## src/rtl/riscv_mem_arbiter.sv

```systemverilog
// rtl/riscv_mem_arbiter.sv - fetch/data arbiter onto one memory port, one transaction in flight.
// Optional MEM_ARB_TIMEOUT_EN: error-completes a transaction stuck TIMEOUT cycles in REQ/WAIT.
module riscv_mem_arbiter #(
  parameter int XLEN       = 32,
  parameter int MAX_STREAK = 4,
  parameter int TIMEOUT    = 255
) (
  input  logic              clk,
  input  logic              rst_n,
  input  logic              if_req,
  input  logic [XLEN-1:0]   if_addr,
  output logic              if_gnt,
  output logic              if_rvalid,
  output logic [XLEN-1:0]   if_rdata,
  output logic              if_err,
  input  logic              d_req,
  input  logic              d_we,
  input  logic [XLEN-1:0]   d_addr,
  input  logic [XLEN-1:0]   d_wdata,
  input  logic [XLEN/8-1:0] d_be,
  output logic              d_gnt,
  output logic              d_rvalid,
  output logic [XLEN-1:0]   d_rdata,
  output logic              d_err,
  output logic              mem_req,
  output logic              mem_we,
  output logic [XLEN-1:0]   mem_addr,
  output logic [XLEN-1:0]   mem_wdata,
  output logic [XLEN/8-1:0] mem_be,
  input  logic              mem_gnt,
  input  logic              mem_rvalid,
  input  logic [XLEN-1:0]   mem_rdata,
  input  logic              mem_err,
  output logic              busy,
  output logic              proto_err
);

  typedef enum logic [1:0] {IDLE, REQ, WAIT} state_t;

  localparam int SW = $clog2(MAX_STREAK + 1);

  state_t          state;
  logic            owner_d;
  logic [SW-1:0]   streak;
  logic [XLEN-1:0] if_rdata_q, d_rdata_q;
  logic            if_err_q, d_err_q;

  logic            data_win, grant_d, grant_f;
  logic            tmo_hit, rsp_fire, rsp_err;
  logic [XLEN-1:0] rsp_rdata;

  // Data wins unless fetch is waiting and has already lost MAX_STREAK times in a row
  always_comb begin
    data_win = d_req && !(if_req && (streak == SW'(MAX_STREAK)));
    grant_d  = rst_n && (state == IDLE) && data_win;
    grant_f  = rst_n && (state == IDLE) && if_req && !data_win;
  end

`ifdef MEM_ARB_TIMEOUT_EN
  localparam int TW = $clog2(TIMEOUT + 1);
  logic [TW-1:0] tcnt;

  always_ff @(posedge clk or negedge rst_n) begin
    if (!rst_n) begin
      tcnt <= '0;
    end else if (state == IDLE) begin
      tcnt <= '0;
    end else if (tcnt != TW'(TIMEOUT)) begin
      tcnt <= tcnt + 1'b1;
    end
  end

  // A genuine response in the expiry cycle takes precedence over the timeout
  assign tmo_hit = (state != IDLE) && (tcnt == TW'(TIMEOUT)) &&
                   !((state == WAIT) && mem_rvalid);
`else
  logic unused_timeout;
  assign unused_timeout = (TIMEOUT == 0);
  assign tmo_hit        = 1'b0;
`endif

  always_comb begin
    rsp_fire  = ((state == WAIT) && mem_rvalid) || tmo_hit;
    rsp_rdata = tmo_hit ? '0 : mem_rdata;
    rsp_err   = tmo_hit ? 1'b1 : mem_err;
  end

  assign if_gnt    = grant_f;
  assign d_gnt     = grant_d;
  assign if_rvalid = rsp_fire && !owner_d;
  assign d_rvalid  = rsp_fire && owner_d;
  assign if_rdata  = if_rvalid ? rsp_rdata : if_rdata_q;
  assign if_err    = if_rvalid ? rsp_err   : if_err_q;
  assign d_rdata   = d_rvalid  ? rsp_rdata : d_rdata_q;
  assign d_err     = d_rvalid  ? rsp_err   : d_err_q;
  assign busy      = (state != IDLE);

  always_ff @(posedge clk or negedge rst_n) begin
    if (!rst_n) begin
      state      <= IDLE;
      owner_d    <= 1'b0;
      streak     <= '0;
      mem_req    <= 1'b0;
      mem_we     <= 1'b0;
      mem_addr   <= '0;
      mem_wdata  <= '0;
      mem_be     <= '0;
      proto_err  <= 1'b0;
      if_rdata_q <= '0;
      if_err_q   <= 1'b0;
      d_rdata_q  <= '0;
      d_err_q    <= 1'b0;
    end else begin
      if (mem_rvalid && (state != WAIT)) begin
        proto_err <= 1'b1;
      end
      if (if_rvalid) begin
        if_rdata_q <= rsp_rdata;
        if_err_q   <= rsp_err;
      end
      if (d_rvalid) begin
        d_rdata_q <= rsp_rdata;
        d_err_q   <= rsp_err;
      end

      case (state)
        IDLE: begin
          if (grant_d) begin
            state     <= REQ;
            owner_d   <= 1'b1;
            mem_req   <= 1'b1;
            mem_we    <= d_we;
            mem_addr  <= d_addr;
            mem_wdata <= d_wdata;
            mem_be    <= d_be;
            if (!if_req) begin
              streak <= '0;
            end else if (streak != SW'(MAX_STREAK)) begin
              streak <= streak + 1'b1;
            end
          end else if (grant_f) begin
            state     <= REQ;
            owner_d   <= 1'b0;
            mem_req   <= 1'b1;
            mem_we    <= 1'b0;
            mem_addr  <= if_addr;
            mem_wdata <= '0;
            mem_be    <= '1;
            streak    <= '0;
          end
        end
        REQ: begin
          if (tmo_hit) begin
            state   <= IDLE;
            mem_req <= 1'b0;
          end else if (mem_gnt) begin
            state   <= WAIT;
            mem_req <= 1'b0;
          end
        end
        WAIT: begin
          if (rsp_fire) begin
            state <= IDLE;
          end
        end
        default: state <= IDLE;
      endcase
    end
  end

endmodule

```

## config.mk

```make
export PLATFORM = sky130hd
export DESIGN_NAME = riscv_mem_arbiter
export DESIGN_NICKNAME = d
export VERILOG_FILES = /design/src/rtl/riscv_mem_arbiter.sv
export SDC_FILE = /design/constraint.sdc
export NUM_CORES = 1
export LEC_CHECK = 0
export BUFFER_PORTS_ARGS = -buffer_cell sky130_fd_sc_hd__buf_2
export CORE_UTILIZATION = 25
export DETAILED_ROUTE_END_ITERATION = 8
export PLACE_DENSITY_LB_ADDON = 0.05
export RECOVER_POWER = 100
export SYNTH_ARGS = -nofsm -noshare
export SYNTH_HDL_FRONTEND = slang
export SYNTH_SLANG_ARGS = --single-unit
export TNS_END_PERCENT = 5
```

## constraint.sdc

```tcl
create_clock -name clk -period 2.08 [get_ports clk]
set_clock_uncertainty 0.05 [all_clocks]
set_input_delay 0.104 -clock clk [delete_from_list [all_inputs] [get_ports clk]]
set_output_delay 0.104 -clock clk [all_outputs]
set_load 0.1 [all_outputs]
```

; After elaboration in Yosys (flattened, before gate mapping)
; Index checks and enable logic that the tools add are counted.
[word_totals]
ff_bits = 143
inputBits = 140
output_inout_bits = 142
elab_cells = 70
[op_classes]
add_sub_neg = 1
eq_ne = 9
muxes = 26
n_reduce_logical = 21
[ops]
columns = cell, n
row1 = two-way mux 32 bit, 6
row2 = two-way mux 3 bit, 4
row3 = logical AND 1 bit, 10
row4 = AND reduction 3 bit, 3
row5 = two-way mux 1 bit, 8
row6 = two-way mux 2 bit, 4
row7 = two-way mux 4 bit, 2
row8 = inequality test 2 bit (second input constant), 3
row9 = inequality test 3 bit (second input constant), 2
row10 = one-hot mux 2 bit (3 select lines), 1
row11 = nonzero test 2 bit, 3
row12 = adder 3 x 1 -> 3 bit (second input constant), 1
row13 = == test 3 bit (second input constant), 1
row14 = logical NOT 1 bit, 3
row15 = inequality test 3 x 2 -> 1 bit (second input constant), 1
row16 = == test 2 x 1 -> 1 bit (second input constant), 1
row17 = == test 2 bit (second input constant), 1
row18 = logical NOT 2 bit, 1
row19 = one-hot mux 1 bit (2 select lines), 1
row20 = AND reduction 2 bit, 1

; Depth between registers and ports, before layout
; Gate-level depths: netlist (run 1).
[depth]
word_depth = 9
mapped_depth = 7
mapped_depth_nobuf = 6

; Worst setup path after synthesis (run 1)
; OpenSTA, ideal clock, no wires.
[synth_path]
path_type = register to register
from = reg state[0]
to = reg if_rdata_q[22]
setup_ns = 0.218
arrival_time_ns = 1.861
t_required_ns = 1.812
slack_ns = -0.049
stages_incl_launch_ff = 5
n_path_buf = 1
period_less_slack_ns = 2.129
path_cell_list = dfrtp_1 -> nand2b_1 -> nor3b_4 -> buf_6 -> mux2_2
[synth_via]
elab_chain_cells = 4
[synth_lines]
columns = element, line
row1 = "start, declared", 42  ; state_t state;
row2 = "start signal, assigned", 100  ; state <= IDLE;
row3 = "start signal, assigned", 129  ; state <= REQ;
row4 = "start signal, assigned", 142  ; state <= REQ;
row5 = == test 2 bit, 83  ; rsp_fire = ((state == WAIT) && mem_rvalid) || tmo_hit;
row6 = logical AND 1 bit, 83
row7 = logical AND 1 bit, 90  ; assign if_rvalid = rsp_fire && !owner_d;
row8 = net if_rvalid, 13  ; output logic if_rvalid,
row9 = two-way mux 32 bit, n/a
row10 = net if_rdata[22], 14  ; output logic [XLEN-1:0] if_rdata,
row11 = "end signal, assigned", 118  ; if_rdata_q <= rsp_rdata;
row12 = "end, declared", 45  ; logic [XLEN-1:0] if_rdata_q, d_rdata_q;
; The timed path passes the listed nets, and every way through them passes these cells.
; A chain may end at the register's enable or synchronous reset.

; Final worst setup path (run 1)
[layout_path]
from = reg state[0]
to = out if_rdata[5]
[layout_via]
elab_chain_cells = 4
[layout_lines]
columns = element, line
row1 = == test 2 bit, 83
row2 = logical AND 1 bit, 83
row3 = logical AND 1 bit, 90
row4 = two-way mux 32 bit, 92  ; assign if_rdata = if_rvalid ? rsp_rdata : if_rdata_q;
row5 = "end, declared", 14
; No other way between the ends.

==> run metrics, run 1 <==
Clock Pin Slew Worst Setup and Hold Paths=roughly 0.060 ns; Commonest cells post-synth=dfrtp_1 (143), mux2_2 (67), a22o_1 (34); Post-synth ARST share=100%; remaining global-route overflow=0; layout cells sized above 1=around 44%; Routed WL per cell=roughly 17 µm; largest net degree at the start of global routing=54; Syn Nets=about 520; slowest stage delay, CP=about 0.38 ns; Worst EP arrival=2.00 ns; global-route wire length before repair=between 20000 and 30000 µm; drt drc=0; MaxCap Viol Count=0; Pre-antenna DRT Iters=4; Die Y=153 µm; Bufs and invs on worst path=3; RSZ-0062 raised after global routing=yes; cell area after synthesis=5700 µm²; final worst setup slack=-0.0749 ns; CTS max path bufs=2; largest area contributor in the netlist=dfrtp_1; EDFF count, synth=0; CP endpoint kind=output pin; Area growth syn-to-layout=89.7%; Final Hold Viols=0; Final Max Slew Viols=0; final setup vio count=65; CTS H-tree lvls=4; Synth cell types=30; Ports=~280; Final Net Count=about 950; site row count=54; Via density=between 4 and 5; failing checks=setup timing; TritonCTS clock tree=built; top-count cell post-synth=dfrtp_1; GRT Util Overall=approximately 16%; Ant. Diodes=0; clk_lat worst skew=around 0.41 ns; synth warn=0; Fillers=slightly below 2000; root buf cell=clkbuf_16; worst slack, placed=between 0.15 and 0.2 ns; Min-Delay Path Class=in -> reg; Gate Count Post-Synth=376; clock sinks=143; critical-path cell list=nand2b_4 > nor3b_4 > buf_6 > clkbuf_16 > mux2_4 > buf_12; Die Wd=roughly 150 µm; FMAX=between 400 and 500 MHz; slowest CP cell=dfrtp_1; delay-heaviest family, CP=buffers and inverters; Top FF cell, synth=dfrtp_1; Port Buffers=between 200 and 300; fin crit share=104%; crit start category=register; Post-DP Area=approximately 8300 µm²; drt first-iter violations=approximately 190; critical path type=reg -> out; CP required=approximately 1.9 ns; Finished Core Util=roughly 50%; HPWL after detailed placement=11800 µm; Tmin final=roughly 2.2 ns; Least-Margin Pin Slew=approximately 1.3 ns; initial antenna violation count=0; Post-DRT Antenna Nets=0; Critical Path Fanout Max=8; RePlAce Congestion=0.738; top cells by area, synth=dfrtp_1 (63%), mux2_2 (13%), o221a_2 (6.3%), a22o_1 (5.2%), nand4b_1 (5.1%); die outline area=between 20000 and 25000 µm²; total CTS buffers=17; Avg Inst Size Synth=roughly 15 µm²; multi-input logic area=about 2100 µm²; core footprint=roughly 22000 µm²; status=finished with violations; DR vias=4977; setup tns final=-2.87 ns; Reg area=roughly 3600 µm²; Seq cells post-synth=143; Reg2Reg Setup Slack=between 0.2 and 0.3 ns; initial core utilization=between 20 and 30%; sequential area share after synthesis=a little over three fifths; Post-Route WL=18600 µm; vias in the first global route=roughly 5400; Synth top area share=~63%; Worst slew margin=roughly a tenth; Final Cell Area=10800 µm²
[path summary, 6_finish.rpt]
| check | from | endpoint | cells past startpoint |
|---|---|---|---|
| setup / recovery | state[0] | if_rdata[5] | 6 |
| hold / removal | d_addr[24] | mem_addr[24] | 3 |
| setup reg to reg | state[1] | mem_addr[10] | 6 |
| hold reg to reg | mem_req | mem_req | 2 |
| max in group asynchronous | rst_n | state[1] | 3 |
| min in group asynchronous | rst_n | streak[1] | 2 |
[sequential cells by signal, summed over array words and instances (netlist names), 2 cells and up]
| register | flops |
|---|---|
| mem_wdata | 32 |
| if_rdata_q | 32 |
| streak | 3 |
| d_rdata_q | 32 |
| state | 2 |
| mem_addr | 32 |
| mem_be | 4 |
[metal layers]
layer  wire, µm  GRT usage [%]  vias up
li1           -              -     2305
met1       7760           19.2     2482
met2       9850           28.5      168
met3        736           3.43       22
met4        257           4.91        0
met5          0              0        -
[cell usage in the layout (no fill, tap or decap), types with 2 or more instances in the layout]
cell type	n
dfrtp_1	142
dlygate4sd3_1	136
inv_2	2
buf_4	8
clkbuf_1	50
inv_1	4
buf_12	78
inv_6	5
buf_16	3
mux2_2	2
ha_1	2
mux2_1	32
nand4b_1	33
clkbuf_16	18
a22o_1	34
o21ai_0	2
a21o_1	2
bufinv_16	5
nand2_1	6
clkbuf_2	22
mux2_4	33
o22a_1	4
buf_6	3
nor3b_4	2
buf_2	139
o221a_2	32
[repair_timing]
item / 4_1_cts / 5_1_grt
endpoints found under the hold margin: 249 / 0
setup buffers: 5 / 2
pin swaps: 2 / 2
hold buffers: 136 / 0
cloned: 3 / 1
setup endpoints to repair: 68 / 68
gates resized for setup: 64 / 49
[cells by family (layout without fill, tap and decap cells)]
kind of cell    count (synthesis)  count (layout)  share of synthesized area, %
flops                         143             143                          62.8
compound gates                 78              78                          13.1
mux                            67              67                          13.2
simple gates                   50              50                          7.14
buf+inv                        36             478                          3.25
fa+ha+maj                       2               2                         0.439
[worst min-delay path: stages]
cell and delay (ns):
buf_2 0.07, nand4b_1 0.09, o221a_2 0.17
[stage by stage]
step / instances / hold slack, ns
final: 1098 / 0.0231
after global routing: 1098 / 0.0153
after CTS: 1095 / 0.00204
after detailed placement: 920 / -0.151
after global placement: 920 / -0.153
after floorplan: 376 / -0.242
[layout make-up]
class	count	share of cell area, %
Timing Repair Buffer	441	38.1
Multi-Input combinational cell	197	19.3
Clock buffer	17	3.94
Inverter	6	0.208
Clock inverter	14	2.10
Sequential cell	143	33.1
Tap cell	280	3.24
Power of run 1 is not shown: default switching activity piles up to over one toggle a cycle in this logic, so the estimate is an artifact.
==> run 2: changes to the inputs <==
--- a/config.mk
+++ b/config.mk
@@ -6,10 +6,12 @@
 export NUM_CORES = 1
 export LEC_CHECK = 0
 export BUFFER_PORTS_ARGS = -buffer_cell sky130_fd_sc_hd__buf_2
+export CORE_MARGIN = 3
 export CORE_UTILIZATION = 25
 export DETAILED_ROUTE_END_ITERATION = 8
 export PLACE_DENSITY_LB_ADDON = 0.05
 export RECOVER_POWER = 100
+export SETUP_SLACK_MARGIN = 0.15
 export SYNTH_ARGS = -nofsm -noshare
 export SYNTH_HDL_FRONTEND = slang
 export SYNTH_SLANG_ARGS = --single-unit
==> run metrics, run 2 (synthesized netlist as in run 1, its figures left out) <==
vias in the first global route=5372 (-0.13%); Reg2Reg Setup Slack=0.31 ns (+0.05 ns); Clock Pin Slew Worst Setup and Hold Paths=0.06 ns (about the same); Die Y=157 µm (+2.6%); global-route wire length before repair=29500 µm (+0.52%); DR vias=5004 (+0.54%); CTS max path bufs=2 (unchanged); site row count=54 (unchanged); crit start category=register; Final Net Count=950 (+0.21%); fin crit share=103% (-1.1 points); commonest cells after routing, fill and taps aside=buf_2 (210), dfrtp_1 (143), dlygate4sd3_1 (138), buf_12 (75), mux2_4 (41); CP endpoint kind=output pin; CTS H-tree lvls=4 (unchanged); Tmin final=2.13 ns (-0.0220 ns); MaxCap Viol Count=0 (unchanged); Post-Route WL=19900 µm (+7.2%); critical path type=reg -> out; GRT Util Overall=15.4% (-0.60 points); FMAX=469 MHz (+1.0%); hold path endpoint=mem_addr[17]; remaining global-route overflow=0 (unchanged); Die Wd=157 µm (+2.6%); RR Startpoint=state[1]; Ant. Diodes=0 (unchanged); drt drc=0 (unchanged); total CTS buffers=17 (unchanged); TritonCTS clock tree=built; Pre-antenna DRT Iters=4 (unchanged); core footprint=22100 µm² (unchanged); status=finished with violations; Via density=4.55 (+0.36%); Final Max Slew Viols=0 (unchanged); RePlAce Congestion=0.762 (+3.3%); Area growth syn-to-layout=90.5%; root buf cell=clkbuf_16; Routed WL per cell=18.1 µm (+7.0%); layout cells sized above 1=54.1% (+10 points); die outline area=24600 µm² (+5.3%); Min-Delay Path Class=in -> reg; setup tns final=-1.98 ns (+0.888 ns); final worst setup slack=-0.0529 ns (+0.0220 ns); clock sinks=143 (unchanged); Ports=282 (unchanged); Worst slew margin=48.6% (+38 points); Fillers=1897 (-2.9%); initial antenna violation count=1 (+1); FF-to-FF End=streak[0]; failing checks=setup timing; Least-Margin Pin Slew=0.771 ns (-0.574 ns); largest net degree at the start of global routing=144 (+170%); commonest non-fill, non-tap cell in the layout=buf_2; Post-DRT Antenna Nets=0 (unchanged); Final Hold Viols=0 (unchanged); Hold Crit Depth=3 (unchanged); drt first-iter violations=224 (+21%); initial core utilization=25.8% (unchanged); Worst EP arrival=1.98 ns (-0.02 ns); cells on worst reg2reg path=6 (unchanged); CP required=1.93 ns (about the same); RSZ-0062 raised after global routing=yes; final setup vio count=58 (-11%); Port Buffers=281 (unchanged); HPWL after detailed placement=12400 µm (+5.2%); clk_lat worst skew=0.40 ns (about the same); Critical Path Fanout Max=8 (unchanged); start point of the worst hold path=d_addr[17]
run 2: cell count changes in the layout (fill, tap and decap cells not counted), moves of 7 or more:
cell / change
buf_4: +7
clkbuf_1: -48
buf_2: +71
mux2_2: +24
mux2_1: -32
clkbuf_2: -22
mux2_4: +8
run 2: metal layers:
| layer | track usage [%] | vias to the layer above | wire, µm |
|---|---|---|---|
| met4 | 5.46 | 2 | 501 |
| li1 | - | 2314 | - |
| met3 | 4.89 | 33 | 1100 |
| met1 | 17.4 | 2476 | 7880 |
| met5 | 0 | - | 13 |
| met2 | 27.2 | 179 | 10400 |
run 2: worst max-delay path, stage by stage, from the launching register on:
cell and delay (ns):
dfrtp_1 0.37, nand2b_4 0.15, nor3b_4 0.21, buf_12 0.16
clkbuf_16 0.17, mux2_4 0.33, buf_12 0.17
run 2: how the worst max path moves through the flow:
stage	slack, ns	endpoint	from	cells after the start
6_report	-0.05	if_rdata[9]	state[0]	6
4_1_cts	-0.14	if_rdata[10]	state[0]	6
2_1_floorplan	0.1	if_rdata_q[10]	state[0]	4
5_1_grt	-0.16	if_rdata[9]	state[0]	6
3_3_place_gp	0.21	if_rdata[3]	state[0]	5
3_5_place_dp	0.18	if_rdata[31]	state[0]	5
run 2: stage by stage:
step                hold slack (ns)  area, µm²  instances  worst slack [ns]  util [%]
floorplan                    -0.242       5730        376            0.0979         -
global placement              0.278       8040        922             0.213      36.4
detailed placement            0.283       8040        922             0.177      36.4
CTS                          0.0124      10400       1094            -0.137      47.3
global route                0.00970      10900       1100            -0.156      49.1
finish                       0.0329      10900       1100           -0.0529      49.1
run 2: repair_timing:
| item | in CTS | in global routing |
|---|---|---|
| gates cloned | 1 | 2 |
| setup endpoints to repair | 69 | 70 |
| pin swaps | 2 | 2 |
| hold buffers | 138 | 0 |
| hold endpoints to repair | 283 | 0 |
| resized for setup | 104 | 78 |
| setup buffers | 2 | 4 |
run 2: final cells by class:
cell class	count	area (µm²)	share of cell area [%]
clock buffers	22	474	4.37
clock inverters	9	133	1.22
inverters	6	27.5	0.254
multi-input cells	197	2120	19.6
flip-flops and latches	143	3580	33.0
well taps	280	350	3.23
repair buffers	443	4160	38.4
Power of run 2 is left out for the same reason.
==> run 3: changes to the inputs <==
==> constraint.sdc (replaced) <==
create_clock -name clk -period 2.7 [get_ports clk]
set_clock_uncertainty 0.05 [all_clocks]
set_input_delay 0.135 -clock clk [delete_from_list [all_inputs] [get_ports clk]]
set_output_delay 0.135 -clock clk [all_outputs]
set_load 0.1 [all_outputs]
==> run metrics, run 3 (synthesized netlist as in run 1, its figures left out) <==
Post-Route WL=18200 µm (-8.8%); commonest non-fill, non-tap cell in the layout=buf_2; HPWL after detailed placement=12200 µm (-1.7%); Port Buffers=281 (unchanged); CTS H-tree lvls=4 (unchanged); Least-Margin Pin Slew=1.62 ns (+0.847 ns); Worst EP arrival=2.32 ns (+0.34 ns); root buf cell=clkbuf_16; CP endpoint kind=output pin; Bufs and invs on worst path=2 (-1); critical-path cell list=nand2b_1 > nor3b_4 > buf_12 > mux2_2 > clkbuf_2; fin crit share=92.8%; Area growth syn-to-layout=58.2%; Worst slew margin=-7.85% (-56 points); vias in the first global route=5026 (-6.4%); TritonCTS clock tree=built; Final Net Count=908 (-4.4%); Final Max Slew Viols=118 (+118); slowest stage delay, CP=0.43 ns (+0.06 ns); crit start category=register; Ant. Diodes=0 (unchanged); remaining global-route overflow=0 (unchanged); RePlAce Congestion=0.771 (+1.2%); Via density=4.47 (-1.6%); largest net degree at the start of global routing=118 (-18%); core footprint=22100 µm² (unchanged); Pre-antenna DRT Iters=4 (unchanged); setup tns final=0 ns (+1.98 ns); Min-Delay Path Class=in -> reg; die outline area=24600 µm² (unchanged); drt first-iter violations=189 (-16%); GRT Util Overall=14.3% (-1.1 points); commonest cells after routing, fill and taps aside=buf_2 (161), dfrtp_1 (143), dlygate4sd3_1 (108), clkbuf_1 (74), clkbuf_2 (45); global-route wire length before repair=27500 µm (-6.7%); slowest CP cell=dfrtp_1; final setup vio count=0 (-100%); MaxCap Viol Count=1 (+1); CP required=2.52 ns (+0.59 ns); Tmin final=2.51 ns; Final Hold Viols=0 (unchanged); failing checks=capacitance limit, slew limit; Routed WL per cell=17.2 µm (-5.3%); RSZ-0062 raised after global routing=yes; critical path type=reg -> out; CTS max path bufs=2 (unchanged); Clock Pin Slew Worst Setup and Hold Paths=0.07 ns (about the same); layout cells sized above 1=41.3% (-13 points); delay-heaviest family, CP=buffers and inverters; Critical Path Fanout Max=34 (+26); Ports=282 (unchanged); DR vias=4739 (-5.3%); clk_lat worst skew=0.40 ns (about the same); FMAX=between 300 and 400 MHz; Die Wd=157 µm (unchanged); initial antenna violation count=0 (-1); status=finished with violations; Post-DRT Antenna Nets=0 (unchanged); site row count=54 (unchanged); Die Y=157 µm (unchanged); drt drc=0 (unchanged); clock sinks=143 (unchanged); total CTS buffers=17 (unchanged); initial core utilization=25.8% (unchanged)
run 3: path summary, 6_finish.rpt:
path,start,endpoint,slack [ns],cells past startpoint
setup reg to reg,state[0],mem_addr[29],0.32,6
max in group asynchronous,rst_n,owner_d,0.79,3
hold / removal,d_addr[18],mem_addr[18],0.03,3
hold reg to reg,proto_err,proto_err,0.41,1
setup / recovery,state[0],if_rdata[30],0.19,5
min in group asynchronous,rst_n,mem_wdata[27],0.71,3
run 3: what timing repair did:
item	in CTS	in global routing
hold buffers	109	0
resized for setup	0	5
endpoints found under the setup margin	0	3
setup buffers	0	0
hold endpoints to repair	165	0
run 3: metal layers:
layer	global-route usage, %	wire [µm]	vias to the layer above
li1	-	-	2223
met1	17.3	7450	2333
met2	25.0	9470	166
met3	3.93	980	17
met4	3.92	280	0
met5	0	0	-
run 3: worst min-delay path, cell delays in order:
cell and delay [ns]:
buf_2 0.07, nand4b_1 0.09, o221a_2 0.16
run 3: layout make-up:
type / count / area, µm²
clock buffer: 18 / 439
clock inverter: 14 / 154
fill: 2127 / 13100
inverter: 6 / 22.5
multi-input combinational: 197 / 1930
sequential: 143 / 3580
tap: 280 / 350
timing repair buffer: 401 / 2540
run 3: through the flow:
| stage | setup slack (ns) | util [%] | instance area [µm²] | std cells | hold slack, ns |
|---|---|---|---|---|---|
| 2_1_floorplan | 0.571 | - | 5700 | 376 | -0.211 |
| 3_3_place_gp | 0.681 | 35.0 | 7720 | 918 | -0.00668 |
| 3_5_place_dp | 0.678 | 35.0 | 7720 | 918 | -0.00496 |
| 4_1_cts | 0.204 | 42.6 | 9420 | 1059 | 0.000437 |
| 5_1_grt | 0.0711 | 40.8 | 9010 | 1059 | 0.00202 |
| 6_report | 0.194 | 40.8 | 9010 | 1059 | 0.0270 |
Power of run 3 is left out for the same reason.
